[src/rtl/instr_encoder.sv]
// Control-bundle to 16-bit instruction encoder with legality check.
// Streams legal words into instruction memory at an auto-incrementing address.
package instr_encoder_pkg;

    typedef enum logic [1:0] {
        IDLE  = 2'd0,
        LOAD  = 2'd1,
        DRAIN = 2'd2
    } state_t;

    typedef struct packed {
        logic [1:0] aluop;
        logic       reg2loc;
        logic       regwrite;
        logic       alusrc;
        logic       branch;
        logic       memread;
        logic       memwrite;
        logic       memtoreg;
    } ctrl_t;

    // Reference opcode decoder; opcode = {aluop, memwrite, memread}
    function automatic ctrl_t ref_decode(input logic [3:0] op);
        ctrl_t d;
        d.aluop    = op[3:2];
        d.memwrite = op[1];
        d.memread  = op[0];
        d.branch   = op[2];
        d.reg2loc  = op[2] | op[1];
        d.regwrite = op[3] | op[0];
        d.alusrc   = op[1] | op[0];
        d.memtoreg = op[0];
        return d;
    endfunction

endpackage

module instr_encoder
    import instr_encoder_pkg::*;
#(
    parameter int                 ADDR_W    = 8,
    parameter logic [ADDR_W-1:0]  BASE_ADDR = '0
) (
    input  logic              clk,
    input  logic              rst_n,
    input  logic              prog_start,
    input  logic              in_valid,
    output logic              in_ready,
    input  logic [1:0]        in_aluop,
    input  logic              in_reg2loc,
    input  logic              in_regwrite,
    input  logic              in_alusrc,
    input  logic              in_branch,
    input  logic              in_memread,
    input  logic              in_memwrite,
    input  logic              in_memtoreg,
    input  logic [3:0]        in_rd,
    input  logic [3:0]        in_rn,
    input  logic [3:0]        in_rm,
    input  logic              in_last,
    output logic              imem_we,
    output logic [ADDR_W-1:0] imem_addr,
    output logic [15:0]       imem_wdata,
    input  logic              imem_ready,
    output logic              done,
    output logic              full,
    output logic              err,
    output logic [7:0]        err_cnt
);

    localparam logic [ADDR_W-1:0] MAX_ADDR = '1;

    state_t      state;
    logic        stage_valid;
    logic [15:0] stage_word;

    ctrl_t       ctrl;
    logic [3:0]  opcode;
    logic        legal;
    logic        accept;
    logic        wr_done;
    logic        at_max;
    logic        start;
    logic        last_wr;

    assign ctrl = {in_aluop, in_reg2loc, in_regwrite, in_alusrc,
                   in_branch, in_memread, in_memwrite, in_memtoreg};

    assign opcode  = {in_aluop, in_memwrite, in_memread};
    assign legal   = (ctrl == ref_decode(opcode));
    assign at_max  = (imem_addr == MAX_ADDR);
    assign wr_done = stage_valid & imem_ready;
    assign last_wr = wr_done & at_max;
    assign start   = (state == IDLE) & prog_start;

    // A word staged for the last address ends the session, so hold off new bundles
    assign in_ready = (state == LOAD) &
                      (~stage_valid | (imem_ready & ~at_max));

    assign accept     = in_valid & in_ready;
    assign imem_we    = stage_valid;
    assign imem_wdata = stage_word;

    // Session control: IDLE/LOAD/DRAIN, done pulse and sticky full
    always_ff @(posedge clk or negedge rst_n) begin
        if (!rst_n) begin
            state <= IDLE;
            done  <= 1'b0;
            full  <= 1'b0;
        end else begin
            done <= 1'b0;
            unique case (state)
                IDLE: begin
                    if (prog_start) begin
                        state <= LOAD;
                        full  <= 1'b0;
                    end
                end
                LOAD: begin
                    if (accept && in_last) begin
                        state <= DRAIN;
                    end
                end
                DRAIN: begin
                    if (!stage_valid) begin
                        done  <= 1'b1;
                        state <= IDLE;
                    end
                end
                default: begin
                    state <= IDLE;
                end
            endcase
            if (last_wr) begin
                full  <= 1'b1;
                done  <= 1'b1;
                state <= IDLE;
            end
        end
    end

    // Single-entry output stage feeding the memory write port
    always_ff @(posedge clk or negedge rst_n) begin
        if (!rst_n) begin
            stage_valid <= 1'b0;
            stage_word  <= '0;
        end else if (last_wr) begin
            stage_valid <= 1'b0;
        end else if (accept && legal) begin
            stage_valid <= 1'b1;
            stage_word  <= {opcode, in_rd, in_rn, in_rm};
        end else if (wr_done) begin
            stage_valid <= 1'b0;
        end
    end

    // Write address: rewinds on session start, advances per completed write
    always_ff @(posedge clk or negedge rst_n) begin
        if (!rst_n) begin
            imem_addr <= BASE_ADDR;
        end else if (start) begin
            imem_addr <= BASE_ADDR;
        end else if (wr_done && !at_max) begin
            imem_addr <= imem_addr + ADDR_W'(1);
        end
    end

    // Illegal-bundle flag and saturating counter
    always_ff @(posedge clk or negedge rst_n) begin
        if (!rst_n) begin
            err     <= 1'b0;
            err_cnt <= 8'd0;
        end else if (start) begin
            err     <= 1'b0;
            err_cnt <= 8'd0;
        end else if (accept && !legal) begin
            err <= 1'b1;
            if (err_cnt != 8'hFF) begin
                err_cnt <= err_cnt + 8'd1;
            end
        end
    end

endmodule
[config.mk]
export PLATFORM = sky130hd
export DESIGN_NAME = instr_encoder
export DESIGN_NICKNAME = d
export VERILOG_FILES = /design/src/rtl/instr_encoder.sv
export SDC_FILE = /design/constraint.sdc
export NUM_CORES = 1
export LEC_CHECK = 0
export CORE_ASPECT_RATIO = 1.1
export CORE_MARGIN = 4
export CORE_UTILIZATION = 45
export CTS_CLUSTER_SIZE = 10
export DETAILED_ROUTE_END_ITERATION = 12
export PLACE_DENSITY = 0.83
export SETUP_SLACK_MARGIN = 0.3
export SYNTH_ARGS = -nofsm -noshare
export SYNTH_HDL_FRONTEND = slang
export SYNTH_SLANG_ARGS = --single-unit
[constraint.sdc]
create_clock -name clk -period 4.3 [get_ports clk]
set_clock_uncertainty 0.1 [all_clocks]
set_input_delay 1.29 -clock clk [delete_from_list [all_inputs] [get_ports clk]]
set_output_delay 1.29 -clock clk [all_outputs]
set_load 0.01 [all_outputs]
==> impl_metrics.env <==
export IMPL_status="finished clean"
export IMPL_startpoint_type="input port"
export IMPL_clk_pin_slew_ns=0.06
export IMPL_hp_start="err"
export IMPL_power_share_switching=0.274
export IMPL_clockBufferDepth=2
export IMPL_finalSetupViolCount=0
export IMPL_worstPathArrival_ns=2.37
export IMPL_async_reset_ff_frac=1.00
export IMPL_gp_congestion=0.835
export IMPL_crit_chain="clkdlybuf4s50_1, nand2b_1, o211a_1, dlygate4sd2_1"
export IMPL_io_pins=64
export IMPL_cts_tree="yes"
export IMPL_syn_inst=154
export IMPL_hold_class="flop to flop"
export IMPL_min_period_ns=3.76
export IMPL_cts_setup_buffers=0
export IMPL_synth_simple_area_share=0.163
export IMPL_synth_compound_area_frac=0.0866
export IMPL_synth_top_cell_area_share=0.522
export IMPL_synthAdderAreaFrac=0.0137
export IMPL_synth_area_top_cells="dfrtp_1 52%, mux2_4 7.4%, mux2_2 4.3%, mux2i_1 3.3%, xor2_1 2.9%"
export IMPL_ant_nets=0
export IMPL_first_pass_iters=4
export IMPL_drive_gt1_frac=0.117
export IMPL_cts_root_buffer="clkbuf_8"
export IMPL_slew_headroom=0.442
export IMPL_switchingPower_uw=308
export IMPL_rsz0062_at_grt="no"
export IMPL_synth_cell_types=39
export IMPL_nets=250
export IMPL_critPathMaxFanout=3
export IMPL_grt_max_degree=39
export IMPL_seq_power_share=0.422
export IMPL_ir_worst_vdd_mv=0.271
export IMPL_slowest_delay_ns=0.49
export IMPL_worst_pin_slew_ns=0.837
export IMPL_synthMuxAreaShare=0.151
export IMPL_synth_top_area_cell="dfrtp_1"
export IMPL_startpoint="imem_ready"
export IMPL_slew_violations=0
export IMPL_overflow=0
export IMPL_clock_sinks=38
export IMPL_p_comb_frac=0.324
export IMPL_cts_inserted_buffers=5
export IMPL_row_count=23
export IMPL_r2r_start="imem_addr[0]"
export IMPL_clockPowerShare=0.254
export IMPL_fmax_mhz=266
export IMPL_post_route_period_util=0.873
export IMPL_drt_initial_drc_count=78
export IMPL_hpwl_mm=3.06
export IMPL_synth_seq_cells=38
export IMPL_core_um2=3770
export IMPL_syn_nets=183
export IMPL_place_area_um2=2480
export IMPL_synth_edf_count=0
export IMPL_ys_warn_count=0
export IMPL_p_leak_nw=1.18
export IMPL_insertedDiodeCount=0
export IMPL_internal_power_uw=816
export IMPL_ys_seq_area_frac=0.522
export IMPL_wire_per_inst_um=14.7
export IMPL_die_area_um2=5130
export IMPL_antenna_found_initial=0
export IMPL_post_route_drc_count=0
export IMPL_grt_pass1_vias=1493
export IMPL_critPathCaptureType="output pin"
export IMPL_crit_type="input port to output pin"
export IMPL_critPathRequiredTime_ns=2.91
export IMPL_p_total_mw=1.12
export IMPL_grt_usage=0.174
export IMPL_hold_viol=0
export IMPL_final_area_um2=2590
export IMPL_die_width_um=68.6
export IMPL_areaGrowthSynthToFinish_pct=42.1
export IMPL_wirelength_mm=4.00
export IMPL_syn_avg_cell_area_um2=11.8
export IMPL_power_density_nw_per_um2=434
export IMPL_synth_top_family_by_area="simple AND/OR/NAND/NOR gates"
export IMPL_grt_pass1_wl_mm=6.73
export IMPL_clock_latency_ns=0.28
export IMPL_htree_levels=2
export IMPL_slowest_stage="clkdlybuf4s50_1"
export IMPL_cap_violations=0
export IMPL_setup_tns_ns=0
export IMPL_die_h_um=74.7
export IMPL_yosys_area_share_xor_xnor=0.0433
export IMPL_netlist_area_um2=1820
export IMPL_port_buffers=63
export IMPL_num_vias=1428
export IMPL_initial_core_util=0.483
export IMPL_ys_flop_type="dfrtp_1"
export IMPL_vias_per_cell=5.25
placed cells by master (no fill, tap or decap), types with 2 or more instances in the layout:
cell              n
clkdlybuf4s50_1  61
dfrtp_1          38
nor2_1           13
nand2_1          13
mux2_4            9
a21oi_1           7
mux2_2            7
nand4_1           6
xor2_1            6
mux2i_1           6
nand3_1           5
clkbuf_8          5
and3_1            4
inv_1             3
o31ai_1           3
xnor2_1           3
a21o_1            2
or4_1             2
nor3b_1           2
a211o_1           2
ha_1              2
clkbuf_1          2
flip-flops by register name (all words and copies together), names as in the netlist:
| register | count |
|---|---|
| imem_wdata | 16 |
| err_cnt | 8 |
| imem_addr | 8 |
| state | 2 |
| done | 1 |
| err | 1 |
| full | 1 |
| imem_we | 1 |
final timing paths:
kind	end	slack, ns	depth (start not counted)
hold reg to reg	err	0.40	1
max in group asynchronous	err_cnt[1]	2.56	1
hold / removal	err	0.40	1
setup reg to reg	err_cnt[4]	2.24	6
min in group asynchronous	imem_wdata[14]	1.01	1
setup / recovery	in_ready	0.54	4
power by group through the flow:
stage / sequential, mW / combinational [mW] / clock [mW]
4_1_cts: 0.475 / 0.370 / 0.296
2_1_floorplan: 0.506 / 0.142 / 0
5_1_grt: 0.485 / 0.397 / 0.315
6_report: 0.474 / 0.364 / 0.286
3_5_place_dp: 0.481 / 0.372 / 0
3_3_place_gp: 0.476 / 0.367 / 0
timing repair:
action	CTS	global route
endpoints found under the setup margin	1	0
gates resized for setup	1	0
hold buffers	0	0
cells by family (layout without fill, tap and decap cells):
family,count (synthesis),after routing
adder cells (fa/ha/maj),2,2
buffers and inverters,6,74
multiplexers,22,22
AO/OA/AOI/OAI,21,21
AND/OR/NAND/NOR,56,56
flip-flops,38,38
XOR/XNOR,9,9
metal layers:
metal / global-route usage / wire length [µm] / vias up
li1: - / - / 695
met4: 0.0618 / 29 / 0
met3: 0.0403 / 233 / 2
met2: 0.287 / 2010 / 42
met1: 0.223 / 1730 / 689
met5: 0 / 0 / -
per-stage QoR:
step / hold slack (ns) / instances / worst slack (ns) / util
final: 0.402 / 272 / 0.545 / 0.686
after global placement: 0.363 / 264 / 0.294 / 0.658
after CTS: 0.409 / 272 / 0.548 / 0.686
after floorplan: 0.418 / 154 / 1.30 / -
after detailed placement: 0.388 / 264 / 0.279 / 0.658
after global routing: 0.423 / 272 / 0.445 / 0.686
worst max-delay path, delay by kind of cell:
kind | cells | cell delay [ns]
AND/OR/NAND/NOR | 1 | 0.15
buffers and inverters | 2 | 0.75
AO/OA/AOI/OAI | 1 | 0.17
synth_stat cells (2+ instances only):
cell / count
nand2_1: 13
xnor2_1: 3
a211o_1: 2
nand4_1: 6
mux2_4: 9
nand3_1: 5
inv_1: 3
a21oi_1: 7
nor3b_1: 2
buf_6: 2
xor2_1: 6
ha_1: 2
dfrtp_1: 38
o31ai_1: 3
mux2i_1: 6
mux2_2: 7
and3_1: 4
or4_1: 2
a21o_1: 2
nor2_1: 13
area by class of cell:
type / instances / area (µm²)
timing repair buffer: 63 / 624
multi-input combinational: 110 / 832
fill: 282 / 1180
tap: 50 / 62.6
clock buffer: 7 / 76.3
inverter: 3 / 11.3
sequential: 38 / 951
clock inverter: 1 / 30.0
Note: power is estimated with default switching activity, not from simulation.
